$ cat src/rtl/timer_controller_pkg.sv
// Shared types and constants for the egg-timer control block.
package timer_controller_pkg;

    localparam int unsigned BcdWidth = 4;

    typedef logic [BcdWidth-1:0] bcd_t;

    typedef enum logic [2:0] {
        StIdle  = 3'd0,
        StLoad  = 3'd1,
        StRun   = 3'd2,
        StPause = 3'd3,
        StAlarm = 3'd4
    } state_e;

    function automatic bcd_t bcd_digit(input int unsigned value);
        return bcd_t'(value % 10);
    endfunction

endpackage

$ cat src/rtl/bcd_setpoint_field.sv
// Two-digit BCD setpoint register: +1 per inc pulse, ones carry into tens, wraps to 00 at Max.
module bcd_setpoint_field
    import timer_controller_pkg::*;
#(
    parameter int unsigned Max = 59
) (
    input  logic                clk_i,
    input  logic                reset_i,
    input  logic                inc_i,
    output logic [BcdWidth-1:0] ones_o,
    output logic [BcdWidth-1:0] tens_o
);

    localparam bcd_t MaxOnes = bcd_digit(Max);
    localparam bcd_t MaxTens = bcd_digit(Max / 10);

    bcd_t ones_q, ones_d;
    bcd_t tens_q, tens_d;
    logic at_max;

    assign at_max = (ones_q == MaxOnes) && (tens_q == MaxTens);

    always_comb begin
        ones_d = ones_q;
        tens_d = tens_q;
        if (inc_i) begin
            if (at_max) begin
                ones_d = '0;
                tens_d = '0;
            end else if (ones_q == bcd_t'(9)) begin
                ones_d = '0;
                tens_d = tens_q + bcd_t'(1);
            end else begin
                ones_d = ones_q + bcd_t'(1);
            end
        end
    end

    always_ff @(posedge clk_i) begin
        if (reset_i) begin
            ones_q <= '0;
            tens_q <= '0;
        end else begin
            ones_q <= ones_d;
            tens_q <= tens_d;
        end
    end

    assign ones_o = ones_q;
    assign tens_o = tens_q;

endmodule

$ cat src/rtl/timer_controller.sv
// Egg-timer control FSM: setpoint entry, counter load/enable, and timed blinking alarm.
module timer_controller
    import timer_controller_pkg::*;
#(
    parameter int unsigned AlarmSecs = 10,
    parameter int unsigned SecMax    = 59,
    parameter int unsigned MinMax    = 99
) (
    input  logic                clk_i,
    input  logic                reset_i,
    input  logic                tick_1s_i,
    input  logic                btn_start_i,
    input  logic                btn_stop_i,
    input  logic                btn_inc_sec_i,
    input  logic                btn_inc_min_i,
    input  logic                all_zero_i,
    output logic [BcdWidth-1:0] set_sec_ones_o,
    output logic [BcdWidth-1:0] set_sec_tens_o,
    output logic [BcdWidth-1:0] set_min_ones_o,
    output logic [BcdWidth-1:0] set_min_tens_o,
    output logic                load_o,
    output logic                count_en_o,
    output logic                alarm_o,
    output logic                blink_o,
    output logic [2:0]          state_dbg_o
);

    localparam logic [3:0] AlarmLast = 4'(AlarmSecs);

    state_e     state_q, state_d;
    logic [3:0] alarm_cnt_q, alarm_cnt_d;
    logic       blink_q, blink_d;
    logic       in_idle;
    logic       setpoint_zero;

    assign in_idle = (state_q == StIdle);

    bcd_setpoint_field #(
        .Max (SecMax)
    ) u_sec_field (
        .clk_i   (clk_i),
        .reset_i (reset_i),
        .inc_i   (btn_inc_sec_i & in_idle),
        .ones_o  (set_sec_ones_o),
        .tens_o  (set_sec_tens_o)
    );

    bcd_setpoint_field #(
        .Max (MinMax)
    ) u_min_field (
        .clk_i   (clk_i),
        .reset_i (reset_i),
        .inc_i   (btn_inc_min_i & in_idle),
        .ones_o  (set_min_ones_o),
        .tens_o  (set_min_tens_o)
    );

    assign setpoint_zero = (set_sec_ones_o == '0) && (set_sec_tens_o == '0) &&
                           (set_min_ones_o == '0) && (set_min_tens_o == '0);

    always_comb begin
        state_d     = state_q;
        alarm_cnt_d = alarm_cnt_q;
        blink_d     = blink_q;
        unique case (state_q)
            StIdle: begin
                if (btn_start_i && !setpoint_zero) begin
                    state_d = StLoad;
                end
            end
            StLoad: begin
                state_d = StRun;
            end
            StRun: begin
                if (all_zero_i) begin
                    state_d = StAlarm;
                end else if (btn_stop_i) begin
                    state_d = StPause;
                end
            end
            StPause: begin
                if (btn_stop_i) begin
                    state_d = StLoad;
                end else if (btn_start_i) begin
                    state_d = StRun;
                end
            end
            StAlarm: begin
                if (tick_1s_i) begin
                    alarm_cnt_d = alarm_cnt_q + 4'd1;
                    blink_d     = ~blink_q;
                end
                if (btn_start_i || btn_stop_i ||
                    (tick_1s_i && (alarm_cnt_q + 4'd1 == AlarmLast))) begin
                    state_d = StIdle;
                end
            end
            default: begin
                state_d = StIdle;
            end
        endcase
        // Counter and blink are only meaningful inside ALARM; clearing here covers entry and exit.
        if (state_d != StAlarm) begin
            alarm_cnt_d = '0;
            blink_d     = 1'b0;
        end
    end

    always_ff @(posedge clk_i) begin
        if (reset_i) begin
            state_q     <= StIdle;
            alarm_cnt_q <= '0;
            blink_q     <= 1'b0;
        end else begin
            state_q     <= state_d;
            alarm_cnt_q <= alarm_cnt_d;
            blink_q     <= blink_d;
        end
    end

    assign load_o      = (state_q == StLoad);
    assign count_en_o  = (state_q == StRun) & tick_1s_i & ~all_zero_i;
    assign alarm_o     = (state_q == StAlarm);
    assign blink_o     = blink_q;
    assign state_dbg_o = state_q;

endmodule
$ cat config.mk
export PLATFORM = sky130hd
export DESIGN_NAME = timer_controller
export DESIGN_NICKNAME = d
export VERILOG_FILES = /design/src/rtl/timer_controller_pkg.sv /design/src/rtl/bcd_setpoint_field.sv /design/src/rtl/timer_controller.sv
export SDC_FILE = /design/constraint.sdc
export NUM_CORES = 1
export LEC_CHECK = 0
export BUFFER_PORTS_ARGS = -buffer_cell sky130_fd_sc_hd__clkbuf_2
export CORE_UTILIZATION = 46
export CTS_CLUSTER_SIZE = 20
export DETAILED_ROUTE_END_ITERATION = 7
export PLACE_DENSITY_LB_ADDON = 0.3
export SLEW_MARGIN = 30
export SYNTH_ARGS = -nofsm -noshare
export SYNTH_HDL_FRONTEND = slang
export SYNTH_SLANG_ARGS = --single-unit
export TNS_END_PERCENT = 10
$ cat constraint.sdc
create_clock -name clk_i -period 2.7 [get_ports clk_i]
set_clock_uncertainty 0.1 [all_clocks]
set_input_delay 0.54 -clock clk_i [delete_from_list [all_inputs] [get_ports clk_i]]
set_output_delay 0.54 -clock clk_i [all_outputs]
set_load 0.02 [all_outputs]
==> run metrics <==
status complete, no violations; Layout fillers 302; peak supply drop 0.229 mV; Initial Util 48.2%; area leader, netlist dfxtp_1; CTS tree done; gr usage total 19.8%; Clock Sinks 24; #FFs+latches synth 24; WP data required 2.06 ns; Ys Warns 0; Syn Area/Cell 8.46 um2; met3 routed WL 91 um; CTS resizes 0; row count 20; clk root buf clkbuf_4; Post-Synth Adder-Cell Area 11.9%; vias in the first global route 1,150; met2 wire length 1490 um; antenna violations before repair 0; final WL 3150 um; mean routed wirelength per cell 12.8 um; largest net degree at the start of global routing 21; wire length on met1 1520 um; hold_buf cts 0; Buffers on Ports 30; Detailed Place HPWL 2340 um; synth top area cells dfxtp_1 (33%), ha_1 (12%), a21oi_1 (4.8%); Via Count 1,293; Final setup viols 0; Synth Area in XOR/XNOR 2.98%; worst-skew pair later-pin latency 0.33 ns; H-tree levels 1; post-synthesis simple-gate area fraction 28.8%; Yosys top cell area share 32.7%; Hold Slack 0.408 ns; largest family of logic cells by synthesized area simple AND/OR/NAND/NOR gates; Die W 58.6 um; WP data arrival 1.55 ns; Nets 224; Synth Cell Area 0.00147 mm2; post-synthesis sequential area ratio 32.7%; Slew HR 67.9%; Worst setup EP type output pin; Worst Hold Class primary input to register; post-synthesis compound-gate area fraction 14.8%; placer congestion estimate 0.845; top_reg_cell synth dfxtp_1; remaining global-route overflow 0; post-layout min period 2.19 ns; Die Y 58.6 um; CP Launch Type register; RSZ-0062 raised after global routing no; Synth cell types 43; mux contribution to synthesized area 2.13%; Fin Setup TNS 0 ns; core box area 0.00305 mm2; Synth top cells by count dfxtp_1 (24), nor2_1 (17); Power per Cell Area 461 mW/mm2; global-route wire length before repair 5220 um; CTS buffer count 3; fin util 55.4%; crit path kind register to output pin; reg-to-reg startpoint state_dbg_o[1]; maxcap violations 0; Post-synth EDFFs 0; Power, Total 779 uW; Via density 5.28; highest routed metal layer met4; initial drt markers 55; Pre-antenna DRT Iters 4; Final Hold Fails 0; Ant. Diodes 0; Final Max Slew Viols 0; Syn Inst Count 174; synthesized net count 196; Critical Path Start state_dbg_o[1]; layout cells sized above 1 20.4%; DRC errors left 0; hold path start all_zero_i; measured slew at the worst slew-check pin 0.476 ns; Leak 0.711 nW; fin crit share 81.3%; clock slew at reported path FFs 0.14 ns; crit path max fanout 13; DRT antenna net count 0; DP Cell Count 241; Area Overhead vs Synth 14.9%; asr flop ratio synth 0%; top-count cell post-synth dfxtp_1; clk buf depth 2; die area 0.00343 mm2; fmax 0.456 GHz; IO Pins 31; fin cells 245; Post-CTS Setup Bufs 0
## layer usage
layer  GRT usage, %  up-vias
li1               -      671
met3           1.98        5
met2           33.5       33
met5              0        -
met4           7.14        0
met1           26.2      584
## layout by cell type, fill, tap and decap left out, types with 2 or more instances in the layout
cell	n
a21oi_1	14
mux2i_1	2
or4b_1	3
inv_1	14
nor2_1	17
and4b_1	2
nand2_1	14
nand3b_1	4
ha_1	14
nor4b_1	4
nor3_1	3
nand3_1	14
xnor2_1	4
dfxtp_1	24
nand2b_1	2
clkbuf_4	3
o21ai_0	6
clkbuf_2	30
a211oi_1	2
## stage by stage
| stage | instance area [um2] | worst slack, ns |
|---|---|---|
| 2_1_floorplan | 1470 | 0.712 |
| 3_3_place_gp | 1640 | 0.633 |
| 3_5_place_dp | 1640 | 0.563 |
| 4_1_cts | 1690 | 0.483 |
| 5_1_grt | 1690 | 0.369 |
| 6_report | 1690 | 0.506 |
## sequential cells by signal (all words and copies together), names as in the netlist
register / cells
alarm_cnt_q: 4
u_min_field.ones_o: 4
u_min_field.tens_o: 4
u_sec_field.ones_o: 4
u_sec_field.tens_o: 4
state_dbg_o: 3
blink_o: 1
## worst max-delay path, stage by stage (launching register included)
cell,delay (ns)
dfxtp_1,0.60
nor2b_1,0.25
and4b_1,0.21
clkbuf_2,0.16
## worst paths after layout
path	end	slack (ns)	cells after the start
setup / recovery	count_en_o	0.51	3
hold / removal	alarm_cnt_q[3]	0.41	3
setup reg to reg	u_sec_field.tens_o[0]	0.63	4
hold reg to reg	u_min_field.ones_o[1]	0.43	2
## power by group
group	switching (mW)	leakage [nW]	internal [mW]
Sequential	0.0244	0.194	0.366
Combinational	0.0745	0.489	0.0486
Clock	0.115	0.0279	0.150
Total	0.214	0.711	0.564
## cells by family (layout without fill, tap and decap cells)
group	count (synthesis)	count (layout)
simple gates	73	73
flops	24	24
xor+xnor	5	5
fa+ha+maj	14	14
buf+inv	22	49
compound gates	33	33
mux	3	3
## layout make-up
| class | instances | area, um2 | share of cell area, % |
|---|---|---|---|
| Clock buffer | 3 | 22.5 | 1.33 |
| Timing Repair Buffer | 31 | 158 | 9.33 |
| Multi-Input combinational cell | 128 | 892 | 52.8 |
| Inverter | 14 | 52.6 | 3.11 |
| Sequential cell | 24 | 480 | 28.4 |
| Tap cell | 44 | 55.1 | 3.26 |
| Clock inverter | 1 | 30.0 | 1.78 |
Power figures use the tool's default switching activity.
